[src/rtl/multicycle_ctrl.sv]
// Multi-cycle MIPS sequencer: IF/ID/EX/MEM/WB control over one shared memory port.
// Build option ILLEGAL_TRAP_EN: unsupported instructions park the FSM in HALT.
module multicycle_ctrl #(
   parameter int CNT_W = 32
) (
   input  logic             clk,
   input  logic             reset,
   input  logic [5:0]       op,
   input  logic [5:0]       func,
   input  logic             zero,
   input  logic             mem_ready,
   output logic             mem_re,
   output logic             mem_we,
   output logic             ir_we,
   output logic             pc_we,
   output logic [1:0]       npc_sel,
   output logic             reg_we,
   output logic [1:0]       RegDst,
   output logic             ALUSrc,
   output logic [3:0]       ALUCtrl,
   output logic [1:0]       extsel,
   output logic [1:0]       toReg,
   output logic [2:0]       state,
   output logic [CNT_W-1:0] retire_cnt
);

   typedef enum logic [2:0] {
      S_IF   = 3'd0,
      S_ID   = 3'd1,
      S_EX   = 3'd2,
      S_MEM  = 3'd3,
      S_WB   = 3'd4,
      S_HALT = 3'd5
   } state_t;

   state_t cur;
   state_t nxt;
   logic   retire;

   logic is_r;
   logic is_addu;
   logic is_subu;
   logic is_jr;
   logic is_ori;
   logic is_lw;
   logic is_sw;
   logic is_beq;
   logic is_lui;
   logic is_j;
   logic is_jal;
   logic is_exec;

   assign is_r    = (op == 6'h00);
   assign is_addu = is_r && (func == 6'h21);
   assign is_subu = is_r && (func == 6'h23);
   assign is_jr   = is_r && (func == 6'h08);
   assign is_ori  = (op == 6'h0d);
   assign is_lw   = (op == 6'h23);
   assign is_sw   = (op == 6'h2b);
   assign is_beq  = (op == 6'h04);
   assign is_lui  = (op == 6'h0f);
   assign is_j    = (op == 6'h02);
   assign is_jal  = (op == 6'h03);
   assign is_exec = is_addu | is_subu | is_ori | is_lui
                  | is_lw | is_sw | is_beq;

   assign state = cur;

   always_comb begin
      mem_re  = 1'b0;
      mem_we  = 1'b0;
      ir_we   = 1'b0;
      pc_we   = 1'b0;
      npc_sel = 2'd0;
      reg_we  = 1'b0;
      RegDst  = 2'd0;
      ALUSrc  = 1'b0;
      ALUCtrl = 4'd0;
      extsel  = 2'd0;
      toReg   = 2'd0;
      retire  = 1'b0;
      nxt     = S_IF;

      // ALU/EXT selects stay put from EX to WB so the datapath result is stable
      if (cur inside {S_EX, S_MEM, S_WB}) begin
         unique case (1'b1)
            is_subu, is_beq: ALUCtrl = 4'd1;
            is_ori: begin
               ALUSrc  = 1'b1;
               ALUCtrl = 4'd2;
            end
            is_lui: begin
               ALUSrc  = 1'b1;
               ALUCtrl = 4'd3;
               extsel  = 2'd2;
            end
            is_lw, is_sw: begin
               ALUSrc = 1'b1;
               extsel = 2'd1;
            end
            default: ALUCtrl = 4'd0;
         endcase
      end

      case (cur)
         S_IF: begin
            mem_re = 1'b1;
            nxt    = S_IF;
            if (mem_ready) begin
               ir_we = 1'b1;
               pc_we = 1'b1;
               nxt   = S_ID;
            end
         end
         S_ID: begin
            if (is_j) begin
               pc_we   = 1'b1;
               npc_sel = 2'd2;
               retire  = 1'b1;
            end else if (is_jr) begin
               pc_we   = 1'b1;
               npc_sel = 2'd3;
               retire  = 1'b1;
            end else if (is_jal) begin
               nxt = S_WB;
            end else if (is_exec) begin
               nxt = S_EX;
            end else begin
`ifdef ILLEGAL_TRAP_EN
               nxt = S_HALT;
`else
               retire = 1'b1;
`endif
            end
         end
         S_EX: begin
            if (is_beq) begin
               pc_we   = zero;
               npc_sel = 2'd1;
               retire  = 1'b1;
            end else if (is_lw || is_sw) begin
               nxt = S_MEM;
            end else begin
               nxt = S_WB;
            end
         end
         S_MEM: begin
            mem_re = is_lw;
            mem_we = is_sw;
            nxt    = S_MEM;
            if (mem_ready) begin
               if (is_sw) begin
                  retire = 1'b1;
                  nxt    = S_IF;
               end else begin
                  nxt = S_WB;
               end
            end
         end
         S_WB: begin
            reg_we = 1'b1;
            retire = 1'b1;
            if (is_jal) begin
               RegDst  = 2'd2;
               toReg   = 2'd2;
               pc_we   = 1'b1;
               npc_sel = 2'd2;
            end else if (is_addu || is_subu) begin
               RegDst = 2'd1;
            end else if (is_lw) begin
               toReg = 2'd1;
            end
         end
         S_HALT: begin
`ifdef ILLEGAL_TRAP_EN
            nxt = S_HALT;
`else
            nxt = S_IF;
`endif
         end
         default: nxt = S_IF;
      endcase

      // async reset must silence every strobe and select at once
      if (!reset) begin
         mem_re  = 1'b0;
         mem_we  = 1'b0;
         ir_we   = 1'b0;
         pc_we   = 1'b0;
         npc_sel = 2'd0;
         reg_we  = 1'b0;
         RegDst  = 2'd0;
         ALUSrc  = 1'b0;
         ALUCtrl = 4'd0;
         extsel  = 2'd0;
         toReg   = 2'd0;
         retire  = 1'b0;
      end
   end

   always_ff @(posedge clk or negedge reset) begin
      if (!reset) begin
         cur        <= S_IF;
         retire_cnt <= '0;
      end else begin
         cur <= nxt;
         if (retire) begin
            retire_cnt <= retire_cnt + CNT_W'(1);
         end
      end
   end

endmodule

[config.mk]
export PLATFORM = sky130hd
export DESIGN_NAME = multicycle_ctrl
export DESIGN_NICKNAME = d
export VERILOG_FILES = /design/src/rtl/multicycle_ctrl.sv
export SDC_FILE = /design/constraint.sdc
export NUM_CORES = 1
export LEC_CHECK = 0
export ABC_AREA = 1
export CAP_MARGIN = 20
export CORE_MARGIN = 1
export CORE_UTILIZATION = 54
export DETAILED_ROUTE_END_ITERATION = 6
export GPL_TIMING_DRIVEN = 0
export PLACE_DENSITY = 0.87
export SYNTH_ARGS = -nofsm -noshare
export SYNTH_HDL_FRONTEND = slang
export SYNTH_SLANG_ARGS = --single-unit
[constraint.sdc]
create_clock -name clk -period 4.6 [get_ports clk]
set_clock_uncertainty 0.15 [all_clocks]
set_input_delay 0.92 -clock clk [delete_from_list [all_inputs] [get_ports clk]]
set_output_delay 0.92 -clock clk [all_outputs]
set_load 0.03 [all_outputs]
==> impl_metrics.sql, run 1 <==
INSERT INTO impl_metrics (metric_group, metric, value, unit) VALUES
('status', 'run_status', 'complete, no violations', ''),
('worst_hold_path', 'min_from', 'retire_cnt[31]', ''),
('synth', 'synth-seq-cells', '35', ''),
('placed_design', 'detailed_place.area', '3510', 'um^2'),
('setup_path', 'timing_worst_setup_path_type', 'primary input to primary output', ''),
('grt', 'antenna_violations_before_repair', '0', ''),
('drt', 'antenna_left', '0', ''),
('job', 'max_cap_viol_count', '0', ''),
('synth', 'yosysSeqAreaShare', '31.66', '%'),
('setup_path', 'crit_path_top_delay_cell', 'sky130_fd_sc_hd__clkdlybuf4s50_1', ''),
('sta', 'slew_headroom', '48.06', '%'),
('finish', 'layout-drive-gt1-share', '9.055', '%'),
('sta', 'hold_viol_final', '0', ''),
('finish', 'stdcell_area', '3630', 'um^2'),
('clocking', 'numClockSinks', '35', ''),
('sta', 'fmaxAchievable', '240.2', 'MHz'),
('floorplan', 'ports_placed_on_the_boundary', '69', ''),
('finish', 'synthToLayoutAreaGrowth', '31.21', '%'),
('drt', 'via_count', '3024', ''),
('grt', 'grt_overflow_total', '0', ''),
('clocking', 'cts_tree', 'yes', ''),
('power_and_ir_drop', 'irDropWorstVdd', '0.0002264', 'V'),
('sta', 'worstMarginPinSlew', '0.7732', 'ns'),
('floorplan', 'placementRows', '25', ''),
('sta', 'min_period', '4.162', 'ns'),
('finish', 'layout.nets', '524', ''),
('finish', 'mostFrequentLayoutCells', 'sky130_fd_sc_hd__nand2_1 (154), sky130_fd_sc_hd__clkdlybuf4s50_1 (65), sky130_fd_sc_hd__nor2_1 (58)', ''),
('grt', 'number_of_global_route_vias_before_repair', '2725', ''),
('drt', 'wl_per_cell', '13.73', 'um'),
('finish', 'combined_area_of_the_multi_input_logic_cells', '1618', 'um^2'),
('drt', 'remaining_drc_errors', '0', ''),
('sta', 'final.hold.worst_slack', '0.3780', 'ns'),
('grt', 'grt.total_usage', '31.09', '%'),
('drt', 'first_pass_iters', '5', ''),
('setup_path', 'timing.critical_path.slowest_cell_delay', '0.66', 'ns'),
('synth', 'syn-instance-count', '433', ''),
('sta', 'setup_violation_total_in_the_final_timing_report', '0', ''),
('drt', 'drtIter0Drc', '272', ''),
('setup_path', 'critPathMaxFanout', '36', ''),
('finish', 'most_frequent_standard_cell_in_the_layout_excluding_fill_and_tap_cells', 'sky130_fd_sc_hd__nand2_1', ''),
('floorplan', 'die_area', '5413', 'um^2'),
('sta', 'timing.final.max_slew_violations', '0', ''),
('synth', 'syn_area_per_cell', '6.389', 'um^2'),
('setup_path', 'worstSetupEndpointType', 'primary output', ''),
('finish', 'seqCellArea', '875.8', 'um^2'),
('finish', 'diodes', '0', ''),
('clocking', 'cts-root-buf', 'sky130_fd_sc_hd__clkbuf_8', ''),
('finish', 'fillerInstances', '410', ''),
('grt', 'grt_max_degree', '37', ''),
('synth', 'ys_warn_count', '0', ''),
('placed_design', 'place_worst_setup_slack', '0.1786', 'ns'),
('placed_design', 'io_buffer_count', '66', ''),
('drt', 'detail_route.wirelength', '7897', 'um'),
('floorplan', 'floorplan.initialDensity', '57.43', '%'),
('placed_design', 'gpl.final_weighted_congestion', '0.9757', ''),
('worst_hold_path', 'hold_class', 'flop to flop', ''),
('clocking', 'clk_latency', '0.29', 'ns'),
('clocking', 'ctsHoldBuffers', '0', ''),
('sta', 'layout_setup_ws', '0.4375', 'ns'),
('finish', 'final_core_utilization', '75.35', '%'),
('setup_path', 'crit_path_launch', 'reset', ''),
('drt', 'mean_number_of_vias_per_cell', '5.259', ''),
('clocking', 'clock_tree.htree_level_count', '2', ''),
('setup_path', 'critical_path.cell_chain', 'clkbuf_4, buf_2, inv_1, nor2_1, inv_1, nor2_1, buf_4, clkdlybuf4s50_1', ''),
('clocking', 'worst_setup_hold_path_clk_slew', '0.08', 'ns'),
('synth', 'synth_area', '2766', 'um^2'),
('power_and_ir_drop', 'total_leakage_power', '1.731', 'nW'),
('clocking', 'clockBufferDepth', '2', ''),
('floorplan', 'die_height', '73.58', 'um'),
('sta', 'rsz0062_at_grt', 'false', ''),
('clocking', 'cts_inserted_buffers', '5', '');
-- path summary, 6_finish.rpt --
| kind | cells past startpoint | slack (ns) | to |
|---|---|---|---|
| max reg2reg | 8 | 2.44 | retire_cnt[28] |
| max | 8 | 0.44 | toReg[1] |
| min in group asynchronous | 1 | 0.46 | retire_cnt[16] |
| min | 2 | 0.38 | retire_cnt[31] |
| min reg2reg | 2 | 0.38 | retire_cnt[31] |
| max in group asynchronous | 1 | 3.48 | retire_cnt[0] |
-- final cells by class --
cell class	instances	share of cell area [%]
multi-input cells	339	44.57
flip-flops and latches	35	24.13
repair buffers	66	18.13
inverters	47	4.860
plain buffers	13	2.758
well taps	67	2.310
clock buffers	6	2.275
clock inverters	2	0.9652
-- registers in the layout, summed over array words and instances, names as in the netlist --
register,cells
retire_cnt,32
state,3
-- layer usage --
layer	vias to the layer above	global-route usage [%]	wire length, um
met5	-	0	0
met4	0	10.26	150
met3	13	4.664	544
met2	139	48.01	3674
met1	1379	44.32	3528
li1	1493	-	-
-- cell usage after synthesis --
master | number | area share (%)
sky130_fd_sc_hd__a31oi_1 | 1 | 0.23
sky130_fd_sc_hd__nand3_2 | 2 | 0.72
sky130_fd_sc_hd__nor3_2 | 2 | 0.72
sky130_fd_sc_hd__nor2_2 | 2 | 0.45
sky130_fd_sc_hd__conb_1 | 1 | 0.14
sky130_fd_sc_hd__clkbuf_1 | 2 | 0.27
sky130_fd_sc_hd__nand2_1 | 154 | 21
sky130_fd_sc_hd__o211ai_1 | 1 | 0.27
sky130_fd_sc_hd__nand4_2 | 2 | 0.90
sky130_fd_sc_hd__inv_2 | 2 | 0.27
sky130_fd_sc_hd__buf_6 | 2 | 0.81
sky130_fd_sc_hd__xnor2_1 | 3 | 0.95
sky130_fd_sc_hd__a21oi_1 | 5 | 0.90
sky130_fd_sc_hd__o21ai_0 | 2 | 0.36
sky130_fd_sc_hd__dfrtp_1 | 35 | 32
sky130_fd_sc_hd__nand4_1 | 5 | 1.1
sky130_fd_sc_hd__nand3_4 | 1 | 0.63
sky130_fd_sc_hd__inv_1 | 45 | 6.1
sky130_fd_sc_hd__buf_2 | 2 | 0.36
sky130_fd_sc_hd__buf_4 | 6 | 1.6
sky130_fd_sc_hd__nor3_1 | 12 | 2.2
sky130_fd_sc_hd__nand3b_1 | 8 | 2.2
sky130_fd_sc_hd__nand2_2 | 12 | 2.7
sky130_fd_sc_hd__nor2_1 | 58 | 7.9
sky130_fd_sc_hd__buf_8 | 1 | 0.54
sky130_fd_sc_hd__nor2_4 | 2 | 0.81
sky130_fd_sc_hd__xor2_1 | 15 | 4.7
sky130_fd_sc_hd__ha_1 | 1 | 0.45
sky130_fd_sc_hd__nand2_4 | 1 | 0.41
sky130_fd_sc_hd__nand3_1 | 48 | 8.7
-- logic make-up after synthesis --
| logic type | count (synthesis) | synth area share (%) |
|---|---|---|
| XOR/XNOR | 18 | 5.699 |
| AND/OR/NAND/NOR | 309 | 50.29 |
| adder cells (fa/ha/maj) | 1 | 0.4522 |
| AO/OA/AOI/OAI | 9 | 1.764 |
| flip-flops | 35 | 31.66 |
| other | 1 | 0.1356 |
| buffers and inverters | 60 | 9.995 |
-- timing repair --
| action | 4_1_cts | 5_1_grt |
|---|---|---|
| endpoints found under the setup margin | 0 | 2 |
| setup buffers | 0 | 0 |
| gates resized for setup | 0 | 1 |
-- through the flow --
step / TNS, ns / std cells / total power [mW]
3_5_place_dp: 0 / 567 / 0.5999
2_1_floorplan: 0 / 434 / 0.5043
6_report: 0 / 575 / 0.8931
3_3_place_gp: -9.686 / 567 / 0.5917
4_1_cts: 0 / 575 / 0.8953
5_1_grt: 0 / 575 / 0.9354
-- power by group --
| part | switching (mW) | leakage, nW | internal, mW |
|---|---|---|---|
| sequential | 0.0347 | 0.483 | 0.326 |
| combinational | 0.145 | 1.19 | 0.0912 |
| clock | 0.121 | 0.0612 | 0.176 |
-- tightest hold or removal path: stages, from the launching register on --
cell and delay, ns:
sky130_fd_sc_hd__dfrtp_1 0.38, sky130_fd_sc_hd__nand2_1 0.06, sky130_fd_sc_hd__nand2_1 0.05
(Power assumes the default switching activity.)
==> run 2, diff against run 1 <==
- PLACE_DENSITY: 0.87 -> default
- PLACE_DENSITY_LB_ADDON: default -> 0.12
- REMOVE_ABC_BUFFERS: default -> 1
- SLEW_MARGIN: default -> 20
==> impl_metrics.sql, run 2 (synthesis gave the netlist of run 1 again) <==
INSERT INTO impl_metrics (metric_group, metric, value, unit) VALUES
('status', 'run_status', 'complete, no violations', ''),
('power_and_ir_drop', 'total_leakage_power', '1.655', 'nW'),
('floorplan', 'die_height', '73.58', 'um'),
('placed_design', 'io_buffer_count', '66', ''),
('clocking', 'cts_inserted_buffers', '5', ''),
('sta', 'final.hold.worst_slack', '0.3759', 'ns'),
('finish', 'synthToLayoutAreaGrowth', '26.50', '%'),
('placed_design', 'detailed_place_hpwl', '5329', 'um'),
('finish', 'largest_register_ff_count', '32', ''),
('worst_hold_path', 'hold_class', 'flop to flop', ''),
('finish', 'regMostFlops', 'retire_cnt', ''),
('finish', 'layout.nets', '511', ''),
('floorplan', 'fp.coreArea', '4817', 'um^2'),
('grt', 'grt_pass1_wl', '11810', 'um'),
('finish', 'most_frequent_standard_cell_in_the_layout_excluding_fill_and_tap_cells', 'sky130_fd_sc_hd__nand2_1', ''),
('setup_path', 'critical-path-top-delay-family', 'buffers and inverters', ''),
('setup_path', 'worstSetupEndpointType', 'primary output', ''),
('floorplan', 'floorplan.initialDensity', '57.43', '%'),
('grt', 'grt_max_degree', '71', ''),
('floorplan', 'die_area', '5413', 'um^2'),
('power_and_ir_drop', 'sequentialPowerShare', '44.8', '%'),
('sta', 'fmaxAchievable', '245.3', 'MHz'),
('floorplan', 'ports_placed_on_the_boundary', '69', ''),
('setup_path', 'timing.critical_path.slowest_cell_delay', '0.69', 'ns'),
('setup_path', 'critical_path_required', '3.53', 'ns'),
('sta', 'timing.final.max_slew_violations', '0', ''),
('setup_path', 'critical_path.cell_chain', 'buf_4, inv_1, nor2_1, inv_1, nor3_1, clkdlybuf4s50_1', ''),
('finish', 'layout-drive-gt1-share', '6.883', '%'),
('power_and_ir_drop', 'power.share.switching', '35.12', '%'),
('clocking', 'cts_repair_resize_count', '0', ''),
('setup_path', 'worst-endpoint-arrival', '3.01', 'ns'),
('finish', 'mostFrequentLayoutCells', 'sky130_fd_sc_hd__nand2_1 (154), sky130_fd_sc_hd__clkdlybuf4s50_1 (65), sky130_fd_sc_hd__nor2_1 (58)', ''),
('clocking', 'cts-root-buf', 'sky130_fd_sc_hd__clkbuf_8', ''),
('sta', 'final.period_utilization', '88.61', '%'),
('sta', 'setup_violation_total_in_the_final_timing_report', '0', ''),
('setup_path', 'critPathMaxFanout', '70', ''),
('drt', 'drtIter0Drc', '248', ''),
('power_and_ir_drop', 'cellInternalPower', '0.5242', 'mW'),
('sta', 'slew_headroom', '48.14', '%'),
('power_and_ir_drop', 'power', '0.8079', 'mW'),
('setup_path', 'cp-start-kind', 'primary input', ''),
('sta', 'worstMarginPinSlew', '0.7778', 'ns'),
('grt', 'grt.total_usage', '28.09', '%'),
('setup_path', 'timing_worst_setup_path_type', 'primary input to primary output', ''),
('power_and_ir_drop', 'power_switching', '0.2837', 'mW'),
('power_and_ir_drop', 'irDropWorstVdd', '0.0001608', 'V'),
('grt', 'antenna_violations_before_repair', '0', ''),
('setup_path', 'crit_path_top_delay_cell', 'sky130_fd_sc_hd__clkdlybuf4s50_1', ''),
('drt', 'mean_number_of_vias_per_cell', '5.191', ''),
('drt', 'first_pass_iters', '4', ''),
('sta', 'final.setup.tns', '0', 'ns'),
('grt', 'grt_overflow_total', '0', ''),
('clocking', 'clockBufferDepth', '2', ''),
('sta', 'min_period', '4.076', 'ns'),
('finish', 'stdcell_area', '3500', 'um^2'),
('drt', 'remaining_drc_errors', '0', ''),
('clocking', 'ctsHoldBuffers', '0', ''),
('placed_design', 'gpl.final_weighted_congestion', '0.9354', ''),
('power_and_ir_drop', 'cellPowerDensity', '230.9', 'nW/um^2'),
('clocking', 'clk_latency', '0.29', 'ns'),
('grt', 'number_of_global_route_vias_before_repair', '2575', ''),
('power_and_ir_drop', 'clock_power_share', '28.2', '%'),
('drt', 'via_count', '2912', ''),
('sta', 'rsz0062_at_grt', 'false', ''),
('job', 'max_cap_viol_count', '0', ''),
('power_and_ir_drop', 'power.combinational.fraction', '27.0', '%'),
('placed_design', 'detailed_place.area', '3412', 'um^2'),
('drt', 'antenna_left', '0', ''),
('sta', 'hold_viol_final', '0', ''),
('drt', 'wl_per_cell', '12.55', 'um'),
('finish', 'diodes', '0', ''),
('clocking', 'numClockSinks', '35', ''),
('floorplan', 'placementRows', '25', ''),
('setup_path', 'timing.critical_path.mode_cell', 'sky130_fd_sc_hd__inv_1', ''),
('clocking', 'cts_tree', 'yes', ''),
('clocking', 'clock_tree.htree_level_count', '2', ''),
('finish', 'final_core_utilization', '72.65', '%'),
('clocking', 'postCtsSetupRepairBufs', '0', ''),
('drt', 'detail_route.wirelength', '7041', 'um'),
('clocking', 'worst_setup_hold_path_clk_slew', '0.07', 'ns'),
('floorplan', 'die_width', '73.58', 'um'),
('setup_path', 'crit_buf_inv', '4', '');
run 2: cell types whose count changed in the layout (fill, tap and decap cells not counted), sizes merged:
cell / previous run / this run
clkbuf: 9 / 6
buf: 11 / 1
bufinv: 1 / 0
run 2: worst register-to-register path: stages, from the launching register on:
cell and delay (ns):
sky130_fd_sc_hd__dfrtp_1 0.42, sky130_fd_sc_hd__inv_2 0.08, sky130_fd_sc_hd__nand2_1 0.06, sky130_fd_sc_hd__nor2_1 0.23, sky130_fd_sc_hd__nand2_1 0.08, sky130_fd_sc_hd__nor2_1 0.12
sky130_fd_sc_hd__nor2_1 0.08, sky130_fd_sc_hd__nand3_4 0.32, sky130_fd_sc_hd__nand2_4 0.35, sky130_fd_sc_hd__nand2_1 0.18, sky130_fd_sc_hd__nand2_1 0.06
run 2: through the flow:
stage | instances | setup slack, ns
floorplan | 421 | 1.135
finish | 561 | 0.5238
detailed placement | 554 | 0.4971
CTS | 561 | 0.4814
global route | 561 | 0.2846
global placement | 554 | -1.592
run 2: layer usage:
layer,GRT usage (%),share of wire (%),up-vias
met1,39.35,46,1328
met3,4.938,5.8,14
met2,43.63,46,100
met5,0,0,-
met4,9.402,1.8,0
li1,-,-,1470
run 2: path summary, 6_finish.rpt:
path | startpoint | to | cells after the start | slack, ns
setup / recovery | reset | toReg[0] | 6 | 0.52
setup reg to reg | state[2] | retire_cnt[20] | 10 | 2.37
max in group asynchronous | reset | retire_cnt[15] | 1 | 3.23
hold reg to reg | retire_cnt[31] | retire_cnt[31] | 2 | 0.38
min in group asynchronous | reset | retire_cnt[1] | 1 | 0.56
hold / removal | retire_cnt[31] | retire_cnt[31] | 2 | 0.38
run 2: final cells by class:
class | instances | area (um^2)
Clock buffer | 6 | 82.58
Tap cell | 67 | 83.83
Clock inverter | 1 | 5.005
Timing Repair Buffer | 66 | 658.1
Fill cell | 435 | 1318
Multi-Input combinational cell | 339 | 1618
Inverter | 47 | 176.4
Sequential cell | 35 | 875.8
run 2: power by group through the flow:
stage               registers, mW  logic, mW  clock network (mW)
detailed placement          0.368      0.219                   0
CTS                         0.362      0.219               0.231
finish                      0.362      0.218               0.228
global route                0.366      0.239               0.245
global placement            0.365      0.210                   0
floorplan                   0.398     0.0895                   0
